File: src/rtl/pads_cfg_loader_if.sv
// Wishbone bus between the pad-config loader (master) and the pad register block (slave).
interface pads_cfg_loader_if;
    logic        wbm_cyc_o;
    logic        wbm_stb_o;
    logic        wbm_we_o;
    logic [3:0]  wbm_sel_o;
    logic [31:0] wbm_adr_o;
    logic [31:0] wbm_dat_o;
    logic        wbm_ack_i;
    logic [31:0] wbm_dat_i;

    modport master (
        output wbm_cyc_o, wbm_stb_o, wbm_we_o, wbm_sel_o, wbm_adr_o, wbm_dat_o,
        input  wbm_ack_i, wbm_dat_i
    );

    modport slave (
        input  wbm_cyc_o, wbm_stb_o, wbm_we_o, wbm_sel_o, wbm_adr_o, wbm_dat_o,
        output wbm_ack_i, wbm_dat_i
    );
endinterface

File: src/rtl/pads_cfg_loader.sv
// Writes one OEN bit per pad to consecutive Wishbone registers, with ack timeout.
// Define PADS_CFG_READBACK_EN to read each register back and compare after its write.
module pads_cfg_loader #(
    parameter logic [31:0] BASE_ADDR = 32'h3000_6000,
    parameter int          NUM_PADS  = 38,
    parameter int          TIMEOUT   = 16
) (
    input  logic              wb_clk_i,
    input  logic              wb_rst_i,
    input  logic              start,
    input  logic [37:0]       oen_cfg,
    pads_cfg_loader_if.master wbm,
    output logic              busy,
    output logic              done,
    output logic              err,
    output logic [5:0]        err_idx
);

    localparam logic [2:0] IDLE = 3'd0;
    localparam logic [2:0] REQ  = 3'd1;
    localparam logic [2:0] GAP  = 3'd2;
    localparam logic [2:0] DONE = 3'd3;
`ifdef PADS_CFG_READBACK_EN
    localparam logic [2:0] RREQ = 3'd4;
    localparam logic [2:0] RGAP = 3'd5;
    localparam logic [2:0] ADV_ST = RGAP;
`else
    localparam logic [2:0] ADV_ST = GAP;
`endif
    localparam logic [5:0] LAST_IDX = 6'(NUM_PADS - 1);
    localparam logic [7:0] TMO_LAST = 8'(TIMEOUT - 1);

    logic [2:0]  state, state_nxt;
    logic [5:0]  idx, idx_nxt;
    logic [7:0]  tcnt;
    logic [37:0] shadow, shadow_nxt;
    logic        load, set_err, ack_ok, tmo, in_req, req_nxt;
    logic        cyc_q, stb_q, we_q;
    logic [3:0]  sel_q;
    logic [31:0] adr_q, dat_q;
    logic        unused_dat_i;

    assign ack_ok       = wbm.wbm_ack_i & stb_q;
    assign tmo          = (tcnt == TMO_LAST);
    assign shadow_nxt   = load ? oen_cfg : shadow;
    assign unused_dat_i = ^wbm.wbm_dat_i;

`ifdef PADS_CFG_READBACK_EN
    logic rb_bad;
    assign rb_bad  = (wbm.wbm_dat_i[0] != shadow[idx]);
    assign in_req  = (state == REQ) || (state == RREQ);
    assign req_nxt = (state_nxt == REQ) || (state_nxt == RREQ);
`else
    assign in_req  = (state == REQ);
    assign req_nxt = (state_nxt == REQ);
`endif

    always_comb begin
        // NOTE: every variable gets a default first, so no branch can infer a latch.
        state_nxt = state;
        idx_nxt   = idx;
        load      = 1'b0;
        set_err   = 1'b0;
        case (state)
            IDLE: if (start) begin
                state_nxt = REQ;
                idx_nxt   = '0;
                load      = 1'b1;
            end
            REQ: if (ack_ok) begin
                state_nxt = GAP;
            end else if (tmo) begin
                state_nxt = DONE;
                set_err   = 1'b1;
            end
`ifdef PADS_CFG_READBACK_EN
            GAP: state_nxt = RREQ;
            RREQ: if (ack_ok) begin
                state_nxt = rb_bad ? DONE : RGAP;
                set_err   = rb_bad;
            end else if (tmo) begin
                state_nxt = DONE;
                set_err   = 1'b1;
            end
`endif
            // Stale acks arriving here are ignored: this state never looks at ack.
            ADV_ST: if (idx == LAST_IDX) begin
                state_nxt = DONE;
            end else begin
                idx_nxt   = idx + 6'd1;
                state_nxt = REQ;
            end
            DONE:    state_nxt = IDLE;
            default: state_nxt = IDLE;
        endcase
    end

    // Bus outputs are registered straight from the next state, so they change on the decision edge.
    always_ff @(posedge wb_clk_i) begin
        if (wb_rst_i) begin
            state   <= IDLE;
            idx     <= '0;
            tcnt    <= '0;
            cyc_q   <= 1'b0;
            stb_q   <= 1'b0;
            we_q    <= 1'b0;
            sel_q   <= '0;
            adr_q   <= '0;
            dat_q   <= '0;
            busy    <= 1'b0;
            done    <= 1'b0;
            err     <= 1'b0;
            err_idx <= '0;
        end else begin
            // NOTE: non-blocking so every register samples the values from before this edge.
            state <= state_nxt;
            idx   <= idx_nxt;
            tcnt  <= (in_req && state_nxt == state) ? tcnt + 8'd1 : '0;
            cyc_q <= req_nxt;
            stb_q <= req_nxt;
            we_q  <= (state_nxt == REQ);
            sel_q <= req_nxt ? 4'hF : 4'h0;
            adr_q <= req_nxt ? BASE_ADDR + {26'd0, idx_nxt} : '0;
            dat_q <= (state_nxt == REQ) ? {31'd0, shadow_nxt[idx_nxt]} : '0;
            busy  <= (state_nxt != IDLE) && (state_nxt != DONE);
            done  <= (state_nxt == DONE);
            if (load) begin
                err     <= 1'b0;
                err_idx <= '0;
            end else if (set_err) begin
                err     <= 1'b1;
                err_idx <= idx;
            end
        end
    end

    // NOTE: shadow is reloaded on every accepted start and never read before that, so it has no reset.
    always_ff @(posedge wb_clk_i) begin
        if (load) shadow <= oen_cfg;
    end

    assign wbm.wbm_cyc_o = cyc_q;
    assign wbm.wbm_stb_o = stb_q;
    assign wbm.wbm_we_o  = we_q;
    assign wbm.wbm_sel_o = sel_q;
    assign wbm.wbm_adr_o = adr_q;
    assign wbm.wbm_dat_o = dat_q;

endmodule

File: src/flat_wrapper.sv
// flat-port wrapper written by rule: the top's interface ports become plain ports
module pads_cfg_loader_flat 
#(
    parameter logic [31:0] BASE_ADDR = 32'h3000_6000,
    parameter int          NUM_PADS  = 38,
    parameter int          TIMEOUT   = 16
)
  (wb_clk_i, wb_rst_i, start, oen_cfg, busy, done, err, err_idx, wbm_wbm_cyc_o, wbm_wbm_stb_o, wbm_wbm_we_o, wbm_wbm_sel_o, wbm_wbm_adr_o, wbm_wbm_dat_o, wbm_wbm_ack_i, wbm_wbm_dat_i);
  pads_cfg_loader_if wbm_i ();
  input  logic wb_clk_i;
  input  logic wb_rst_i;
  input  logic start;
  input  logic [37:0] oen_cfg;
  output logic busy;
  output logic done;
  output logic err;
  output logic [5:0] err_idx;
  output wire logic [$bits(wbm_i.wbm_cyc_o)-1:0] wbm_wbm_cyc_o;
  output wire logic [$bits(wbm_i.wbm_stb_o)-1:0] wbm_wbm_stb_o;
  output wire logic [$bits(wbm_i.wbm_we_o)-1:0] wbm_wbm_we_o;
  output wire logic [$bits(wbm_i.wbm_sel_o)-1:0] wbm_wbm_sel_o;
  output wire logic [$bits(wbm_i.wbm_adr_o)-1:0] wbm_wbm_adr_o;
  output wire logic [$bits(wbm_i.wbm_dat_o)-1:0] wbm_wbm_dat_o;
  input wire logic [$bits(wbm_i.wbm_ack_i)-1:0] wbm_wbm_ack_i;
  input wire logic [$bits(wbm_i.wbm_dat_i)-1:0] wbm_wbm_dat_i;
  assign wbm_wbm_cyc_o = wbm_i.wbm_cyc_o;
  assign wbm_wbm_stb_o = wbm_i.wbm_stb_o;
  assign wbm_wbm_we_o = wbm_i.wbm_we_o;
  assign wbm_wbm_sel_o = wbm_i.wbm_sel_o;
  assign wbm_wbm_adr_o = wbm_i.wbm_adr_o;
  assign wbm_wbm_dat_o = wbm_i.wbm_dat_o;
  assign wbm_i.wbm_ack_i = wbm_wbm_ack_i;
  assign wbm_i.wbm_dat_i = wbm_wbm_dat_i;
  pads_cfg_loader #(.BASE_ADDR(BASE_ADDR), .NUM_PADS(NUM_PADS), .TIMEOUT(TIMEOUT)) u_core (.wb_clk_i(wb_clk_i), .wb_rst_i(wb_rst_i), .start(start), .oen_cfg(oen_cfg), .wbm(wbm_i), .busy(busy), .done(done), .err(err), .err_idx(err_idx));
endmodule
File: config.mk
export PLATFORM = sky130hd
export DESIGN_NAME = pads_cfg_loader_flat
export DESIGN_NICKNAME = d
export VERILOG_FILES = /design/src/rtl/pads_cfg_loader_if.sv /design/src/rtl/pads_cfg_loader.sv /design/src/flat_wrapper.sv
export SDC_FILE = /design/constraint.sdc
export NUM_CORES = 1
export LEC_CHECK = 0
export CAP_MARGIN = 20
export CELL_PAD_IN_SITES_DETAIL_PLACEMENT = 1
export CELL_PAD_IN_SITES_GLOBAL_PLACEMENT = 1
export CORE_MARGIN = 5
export CORE_UTILIZATION = 30
export DETAILED_ROUTE_END_ITERATION = 8
export MAX_ROUTING_LAYER = met4
export PLACE_DENSITY = 0.87
export SLEW_MARGIN = 25
export SYNTH_ARGS = -nofsm -noshare
export SYNTH_HDL_FRONTEND = slang
export SYNTH_SLANG_ARGS = --single-unit
File: constraint.sdc
create_clock -name wb_clk_i -period 2.8 [get_ports wb_clk_i]
set_input_delay 0.56 -clock wb_clk_i [delete_from_list [all_inputs] [get_ports wb_clk_i]]
set_output_delay 0.56 -clock wb_clk_i [all_outputs]
set_load 0.05 [all_outputs]
== After elaboration in Yosys (flattened, before gate mapping) ==
Cells that the tools add are included.

* Equality and inequality tests: 8
* Muxes and demuxes: 17
* Bitwise gates (word level): 3
* $add $sub $neg: 3
* Magnitude comparators: 1
* Reduce and logical (&&, ||, !) cells: 7

{| class="wikitable"
|+ Operator list
! kind !! count
|-
| two-way mux 38 bit || 1
|-
| adder 30 x 6 -> 31 bit (first input constant) || 1
|-
| two-way mux 6 bit || 2
|-
| case mux 6 bit (2 select lines) || 1
|-
| two-way mux 3 bit || 3
|-
| case mux 3 bit (3 select lines) || 1
|-
| adder 8 x 1 -> 8 bit (second input constant) || 1
|-
| == test 8 x 4 -> 1 bit (second input constant) || 1
|-
| less-than comparator 6 x 7 -> 1 bit (second input constant) || 1
|-
| adder 6 x 1 -> 6 bit (second input constant) || 1
|-
| binary-select mux 1 bit (select 6 bit) || 1
|-
| == test 3 x 1 -> 1 bit (second input constant) || 2
|-
| == test 3 x 2 -> 1 bit (second input constant) || 2
|-
| == test 6 bit (second input constant) || 1
|-
| two-way mux 1 bit || 6
|-
| OR reduction 2 bit || 3
|-
| two-way mux 4 bit || 1
|-
| == test 3 bit || 1
|-
| zero test 3 bit || 1
|-
| inequality test 3 x 2 -> 1 bit (second input constant) || 1
|-
| nonzero test 3 bit || 1
|-
| logical AND 1 bit || 2
|-
| two-way mux 2 bit || 1
|-
| inverter 1 bit || 2
|-
| AND 1 bit || 1
|}

* Input bits: 74
* Flip-flop bits (word level): 133

== Logic depth before layout (Yosys ltp) ==
Gate-level depths: netlist (run 1).

* Depth after elaboration: 8
* Mapped depth: 10
* Gate-level depth less buffers: 9

== Least setup slack after synthesis (run 1) ==
Ideal clock, no wire load.

* Path type: input to register
* Start: in start
* End: reg u_core.dat_q[0], in the netlist u_core.wbm.wbm_dat_o[0]
* Data required time: 2.664 ns
* Stages on the path: 7
* Path slack: 0.214 ns
* Data arrival time: 2.450 ns
* Buffers on the path: 0
* Cells stage by stage: nor4b_2 mux2_2 or4_1 o211ai_1 o211ai_1 a41oi_1 a311oi_2

* Word-level cells in the longest chain between the ends: 5
* Elaborated cells on any way between the ends: 12

{| class="wikitable"
|+ Ends and longest elaborated chain
! element !! RTL line !! source
|-
| from (decl) || flat_wrapper.sv:12 || <nowiki>input logic start;</nowiki>
|-
| two-way mux 1 bit || pads_cfg_loader.sv:65 || <nowiki>IDLE: if (start) begin</nowiki>
|-
| two-way mux 1 bit || pads_cfg_loader.sv:64 || <nowiki>case (state)</nowiki>
|-
| two-way mux 38 bit || n/a ||
|-
| net u_core.shadow_nxt[34] || pads_cfg_loader.sv:36 || <nowiki>logic [37:0] shadow, shadow_nxt;</nowiki>
|-
| binary-select mux 1 bit (select 6 bit) || pads_cfg_loader.sv:124 || <nowiki>dat_q <= (state_nxt == REQ) ? {31'd0, shadow_nxt[idx_nxt]} : '0;</nowiki>
|-
| two-way mux 1 bit (implied by the code) || pads_cfg_loader.sv:124 ||
|-
| to (signal assigned) || pads_cfg_loader.sv:124 ||
|-
| to (decl) || pads_cfg_loader.sv:40 || <nowiki>logic [31:0] adr_q, dat_q;</nowiki>
|}

The timed path passes the listed nets, and every way through them passes these cells. The select of a mux whose other input is x is not followed.
A chain may end at the register's enable or synchronous reset.

== Worst setup path after layout (run 1) ==
Ends and elaborated chain as after synthesis.

==> impl_results.md, run 1 <==
* Outcome: complete, no violations
* HPWL Detailed at 7280 microns
* Top cell type by total area after synthesis: dfxtp_1
* Routability cong. at 0.838
* All-layer global routing usage at 13.6%
* P_int at 1980 uW
* Dpl cell area at 4270 sq um
* Critical Path RT at 3.00 ns
* Largest net degree at the start of global routing at 32
* Pre-Repair DR Iteration Count at 4
* Arrival @ worst endpoint at 2.84 ns
* I/O pin total at 154
* Setup TNS Final at 0 ns
* Clock Pin Slew Worst Setup and Hold Paths at 0.06 ns
* Largest cells by area after synthesis: dfxtp_1 (40%), buf_4 (13%), nand2_1 (12%)
* CORE AREA at 11900 sq um
* Worst hold path class: flop to flop
* Die extent in y at 120 microns
* Switching share of power at 28.0%
* Hold endpoint: u_core.shadow[20]
* Syn Area/Cell at 8.33 sq um
* P_leak at 0.00196 uW
* WL final at 9750 microns
* Total power at 2750 uW
* FF-to-FF setup slack at 0.25 ns
* Worst R2R Start: u_core.state[0]
* Residual DRC count at 0
* Post-synth top area share at 40.3%
* Combinational share of power at 16.5%
* RSZ-0062 raised after global routing: no
* Tightest Pin Transition at 0.545 ns
* Flops & latches, synth at 73
* Filler cells at 1425
* Ant diodes at 0
* Initial DRC Count at 207
* WS Path Type: input pin to flop
* Die extent in x at 120 microns
* Pwr dens at 602 nW/um^2
* Setup-failing EPs final at 0
* Min cycle time layout at 2.64 ns
* Synth warn at 0
* CTS Sinks at 73
* Hold path depth at 2
* Area taken by multi-input logic gates at 1790 sq um
* Clock Skew at 0.00410 ns
* Nets@finish at 581
* Max clock buf depth at 2
* Cell variety after synth at 58
* Seq. cell area at 1460 sq um
* Crit path capture type: flop
* Final period utilization at 94.4%
* Ys async rst share at 0%
* Post-DR wirelength/cell at 14.9 microns
* Die ar. at 14400 sq um
* Starting Density at 30.5%
* R2R cell count at 8
* IO Port Bufs at 68
* Flop pwr share at 42.6%
* Vias at 2987
* Clk root buf: clkbuf_16
* Final non-filler cell area at 4570 sq um
* EDFF count, synth at 0
* R2r endpoint: u_core.wbm.wbm_dat_o[0]
* Clk Latency, worst-skew pair at 0.33 ns
* TritonCTS buffer count at 9
* Via/cell ratio at 4.55
* Num rows at 40
* First-pass GRT wire length at 15500 microns
* Highest Clock Rate at 378 MHz
* # H-tree levels at 3
* Switching pwr at 771 uW
* Setup WS pre-CTS at -0.169 ns
* Antenna viol nets, final at 0
* Max-slew violation count at 0
* Cell count after synthesis at 436
* Resize count post-CTS at 0
* Crit-path max FO at 4
* Hold Violations, Final at 0
* Buffer count from post-CTS setup fixing at 0
* Grt ovf at 0
* Commonest non-fill, non-tap cell in the layout: nand2_1
* Crit path launch type: input pin
* Hold Path Origin: u_core.shadow[20]
* Most frequent cells in the layout: nand2_1 (116), dfxtp_1 (73), clkdlybuf4s50_1 (68)
* Sequential area share after synthesis at 40.3%
* Share of layout cells above drive strength 1 at 9.43%
* Max-cap viol count at 0
* Initial antenna violation count at 0
* Synth Cell Area at 3630 sq um
* Clk pwr share at 40.9%
* Cts hold-fix bufs at 0
* Number of global-route vias before repair at 3193
* Top_reg_cell synth: dfxtp_1
* Layout area overhead at 26.0%
* TritonCTS clock tree: built
* Slew HR at 63.6%
* Setup WS post-layout at 0.158 ns
* Worst vdd ir at 0.000324 V
## worst max-delay path, cell delays in order
cell and delay [ns]:
clkdlybuf4s50_1 0.50, nor4b_4 0.33, mux2_2 0.39, or4_1 0.52, o211ai_1 0.11, o211ai_1 0.11, a41oi_1 0.26, a311oi_2 0.07
## cells by family (layout without fill, tap and decap cells)
kind of cell / Yosys count / in the layout / synth area share [%]
mux: 17 / 17 / 4.79
flops: 73 / 73 / 40.3
buf+inv: 88 / 108 / 16.4
xor+xnor: 7 / 7 / 1.69
compound gates: 56 / 56 / 11.4
simple gates: 191 / 191 / 24.3
other cells: 1 / 54 / 0.103
fa+ha+maj: 3 / 3 / 1.03
## routing by layer
layer  vias to the layer above  wire length (microns)  global-route usage, %
met3                        18                    494                   3.35
met4                         0                    168                   3.65
met5                         -                      0                      -
li1                       1477                      -                      -
met2                        81                   5040                   24.2
met1                      1411                   4050                   15.2
## flip-flops by register name, indices dropped and copies added (netlist names)
name	count
u_core.shadow	38
u_core.tcnt	8
u_core.wbm.wbm_adr_o	7
u_core.err_idx	6
u_core.idx	6
u_core.state	3
u_core.busy	1
u_core.done	1
u_core.err	1
u_core.wbm.wbm_dat_o	1
u_core.wbm.wbm_sel_o	1
## area by class of cell
cell class / instances / share of cell area [%]
Tap cell: 147 / 4.02
Clock inverter: 5 / 1.20
Clock buffer: 11 / 5.31
Multi-Input combinational cell: 328 / 39.1
Timing Repair Buffer: 87 / 18.0
Inverter: 5 / 0.410
Sequential cell: 73 / 32.0
## cells in the mapped netlist (4+ instances only)
master    count
nand3_1       5
o31a_1       10
nand2b_1      7
and3_1        4
xnor2_1       4
a211oi_1      4
buf_4        63
mux2i_1      14
o21ai_0      11
inv_1         5
dfxtp_1      73
a21oi_1       6
nor4b_1       7
clkbuf_1     11
nor2_1       30
nand2_1     116
o211ai_1      4
nor3_1        4
## worst max path at each step
| stage | startpoint | endpoint | slack (ns) | cells after the start |
|---|---|---|---|---|
| global route | start | u_core.wbm.wbm_dat_o[0] | 0.03 | 8 |
| detailed placement | start | u_core.wbm.wbm_dat_o[0] | -0.17 | 8 |
| floorplan | start | u_core.wbm.wbm_dat_o[0] | 0.21 | 7 |
| finish | start | u_core.wbm.wbm_dat_o[0] | 0.16 | 8 |
| CTS | u_core.idx[1] | u_core.wbm.wbm_dat_o[0] | 0.05 | 9 |
| global placement | start | u_core.wbm.wbm_dat_o[0] | -0.13 | 8 |
## power groups by stage
stage               combinational, uW  clock [uW]  sequential (uW)
finish                            454        1130             1170
global route                      489        1190             1180
CTS                               455        1150             1170
detailed placement                451           0             1200
global placement                  440           0             1190
floorplan                         390           0             1190
## through the flow
stage	hold WS (ns)	util [%]	cells
final	0.439	38.4	656
after global routing	0.459	38.4	656
after CTS	0.446	38.3	656
after detailed placement	0.435	35.8	640
after global placement	0.423	35.8	640
after floorplan	0.413	-	489
No activity file was read; power rests on OpenSTA's default activity.
==> run 2: changes to the inputs <==
==> constraint.sdc (replaced) <==
create_clock -name wb_clk_i -period 2.6 [get_ports wb_clk_i]
set_input_delay 0.52 -clock wb_clk_i [delete_from_list [all_inputs] [get_ports wb_clk_i]]
set_output_delay 0.52 -clock wb_clk_i [all_outputs]
set_load 0.05 [all_outputs]
==> run 2 against run 1 <==
  * Non-clock buffer count increased by 9
  * Worst setup slack got worse by 0.075 ns
  * Critical endpoint unchanged
  * Sequential share of layout area decreased by 0.65 points
  * Clock skew about the same
  * Critical path depth increased by 3
  * Cell area increased by 2.1%
  * Register-to-register slack got worse by 0.17 ns
  * Die area unchanged
  * Via count increased by 2.2%
  * Routed wire length increased by 2.6%
  * Count of clock-buffer cells in the layout decreased by 1
  * First-iteration DRC count decreased by 33%
==> impl_results.md, run 2 (synthesis results as in run 1) <==
* First-pass GRT wire length at 16400 microns (+5.6%)
* Post-DR wirelength/cell at 15.0 microns (+1.2%)
* Crit path capture type: flop
* Vias at 3054 (+2.2%)
* Setup TNS Final at 0 ns (unchanged)
* Outcome: complete, no violations
* Critical Path RT at 2.85 ns (-0.15 ns)
* Pwr dens at 657 nW/um^2 (+9.0%)
* Min cycle time layout at 2.52 ns
* Share of layout cells above drive strength 1 at 11.4% (+2.0 points)
* Reg with most FFs: u_core.shadow
* WS Path Type: flop to flop
* FF-to-FF setup slack at 0.08 ns (-0.17 ns)
* R2r endpoint: u_core.wbm.wbm_dat_o[0]
* Antenna viol nets, final at 0 (unchanged)
* Initial DRC Count at 139 (-33%)
* Routability cong. at 0.886 (+5.7%)
* Seq. cell area at 1460 sq um (unchanged)
* Placed Cells at 649 (+1.4%)
* R2R cell count at 11 (+3)
* Area taken by multi-input logic gates at 1800 sq um (+0.77%)
* CTS Sinks at 73 (unchanged)
* Residual DRC count at 0 (unchanged)
* Setup WS post-layout at 0.0834 ns (-0.0745 ns)
* Clk pwr share at 42.6% (+1.7 points)
* Buffer count from post-CTS setup fixing at 0 (unchanged)
* Max-slew violation count at 0 (unchanged)
* Pre-Repair DR Iteration Count at 4 (unchanged)
* Worst path slowest cell: dfxtp_1
* Setup WS pre-CTS at -0.326 ns (-0.157 ns)
* Worst R2R Start: u_core.idx[1]
* Largest net degree at the start of global routing at 32 (unchanged)
* Tightest Pin Transition at 0.523 ns (-0.0224 ns)
* Switching pwr at 855 uW (+11%)
* Die extent in y at 120 microns (unchanged)
* Switching share of power at 27.9% (-0.091 points)
* Hold Path Origin: u_core.shadow[14]
* Setup-failing EPs final at 0 (unchanged)
* Max clock buf depth at 2 (unchanged)
* Highest Clock Rate at 397 MHz
* Hold Violations, Final at 0 (unchanged)
* HPWL Detailed at 7630 microns (+4.8%)
* Slowest cell delay on critical path at 0.40 ns (-0.12 ns)
* Clk Latency, worst-skew pair at 0.34 ns (about the same)
* Max reg flops at 38 (unchanged)
* Slew HR at 65.0% (+1.5 points)
* Die ar. at 14400 sq um (unchanged)
* TritonCTS clock tree: built
* P_int at 2210 uW (+11%)
* Combinational share of power at 16.1% (-0.4 points)
* Final period utilization at 96.8%
* CP Cell Sequence: inv_1 -> ha_1 -> nand2b_1 -> o21ai_0 -> buf_4 -> a211oi_1 -> buf_4 -> o21ai_0 -> o2111a_1 -> o31a_1 -> a311oi_2
* IO Port Bufs at 68 (unchanged)
* WL final at 10000 microns (+2.6%)
* TritonCTS buffer count at 9 (unchanged)
* Die extent in x at 120 microns (unchanged)
* Starting Density at 30.5% (unchanged)
* Worst vdd ir at 0.000296 V (-8.5%)
* Clock Skew at 0.00391 ns (-0.000188 ns)
* Flop pwr share at 41.3% (-1.3 points)
* Hold path depth at 2 (unchanged)
* Initial antenna violation count at 0 (unchanged)
* All-layer global routing usage at 14.6% (+1.0 points)
* Number of global-route vias before repair at 3393 (+6.3%)
* Worst hold path class: flop to flop
* Hold endpoint: u_core.shadow[14]
* Num rows at 40 (unchanged)
* Commonest non-fill, non-tap cell in the layout: nand2_1
* Arrival @ worst endpoint at 2.77 ns (-0.07 ns)
* Filler cells at 1434 (+0.63%)
* Clk root buf: clkbuf_16
* Nets@finish at 590 (+1.5%)
* I/O pin total at 154 (unchanged)
* Via/cell ratio at 4.59 (+0.86%)
* Max-cap viol count at 0 (unchanged)
* CORE AREA at 11900 sq um (unchanged)
* Crit-path max FO at 7 (+3)
* P_leak at 0.00202 uW (+3.2%)
* Cts hold-fix bufs at 0 (unchanged)
* Grt ovf at 0 (unchanged)
* Non-Filler Instances at 665 (+1.4%)
* Fin util at 39.2% (+0.80 points)
* Ant diodes at 0 (unchanged)
* Crit path launch type: flop
* # H-tree levels at 3 (unchanged)
* Clock Pin Slew Worst Setup and Hold Paths at 0.05 ns (about the same)
* Most frequent cells in the layout: nand2_1 (116), dfxtp_1 (73), clkdlybuf4s50_1 (68)
* Layout area overhead at 28.6%
* RSZ-0062 raised after global routing: no
[run 2: changes by cell type in the layout (fill, tap and decap cells not counted), sizes merged]
cell / change
clkinvlp: -1
bufinv: +1
buf: +9
clkbuf: -1
clkinv: +1
[run 2: how the worst max path moves through the flow]
stage,end,startpoint,cells after the start,slack [ns]
after CTS,u_core.wbm.wbm_dat_o[0],start,8,0.03
final,u_core.wbm.wbm_dat_o[0],u_core.idx[1],11,0.08
after global placement,u_core.wbm.wbm_dat_o[0],start,8,-0.27
after floorplan,u_core.wbm.wbm_dat_o[0],u_core.state[0],8,0.04
after global routing,u_core.wbm.wbm_dat_o[0],u_core.idx[1],9,0.0008
after detailed placement,u_core.wbm.wbm_dat_o[0],start,8,-0.33
[run 2: critical path: cells and delay by family, from the launching register on]
| kind | cells | cell delay, ns |
|---|---|---|
| AND/OR/NAND/NOR | 1 | 0.16 |
| buffers and inverters | 3 | 0.46 |
| AO/OA/AOI/OAI | 6 | 1.20 |
| flip-flops | 1 | 0.40 |
| adder cells (fa/ha/maj) | 1 | 0.20 |
[run 2: what timing repair did]
item / CTS / global route
gates resized for setup: 1 / 4
pin swaps: 0 / 1
setup endpoints to repair: 1 / 1
[run 2: metal layers]
| layer | GRT usage, % | up-vias | part of all wire [%] |
|---|---|---|---|
| met1 | 15.7 | 1454 | 40 |
| li1 | - | 1497 | - |
| met4 | 5.65 | 0 | 2.1 |
| met2 | 25.9 | 85 | 53 |
| met5 | - | - | 0 |
| met3 | 3.72 | 18 | 4.7 |
[run 2: final cells by class]
| class | instances | share of cell area (%) |
|---|---|---|
| Clock inverter | 6 | 1.77 |
| Multi-Input combinational cell | 328 | 38.6 |
| Tap cell | 147 | 3.94 |
| Clock buffer | 10 | 4.90 |
| Timing Repair Buffer | 96 | 19.1 |
| Sequential cell | 73 | 31.3 |
| Inverter | 5 | 0.402 |
[run 2: power groups by stage]
stage	sequential, uW	combinational, uW	clock, uW
global route	1280	532	1380
finish	1270	493	1310
floorplan	1280	420	0
CTS	1270	492	1330
detailed placement	1290	489	0
global placement	1280	475	0
[run 2: per-stage QoR]
| step | power [uW] | hold WS [ns] | area [sq um] |
|---|---|---|---|
| floorplan | 1700 | 0.413 | 3830 |
| global placement | 1760 | 0.423 | 4340 |
| detailed placement | 1780 | 0.438 | 4340 |
| CTS | 3090 | 0.447 | 4650 |
| global route | 3190 | 0.459 | 4670 |
| finish | 3070 | 0.443 | 4670 |
==> run 3: changes to the inputs <==
--- a/config.mk
+++ b/config.mk
@@ -13,6 +13,7 @@
 export DETAILED_ROUTE_END_ITERATION = 8
 export MAX_ROUTING_LAYER = met4
 export PLACE_DENSITY = 0.87
+export SKIP_LAST_GASP = 1
 export SLEW_MARGIN = 25
 export SYNTH_ARGS = -nofsm -noshare
 export SYNTH_HDL_FRONTEND = slang
==> results of run 3 <==
No change in the layout: final DEF, timing and power equal those of run 2.
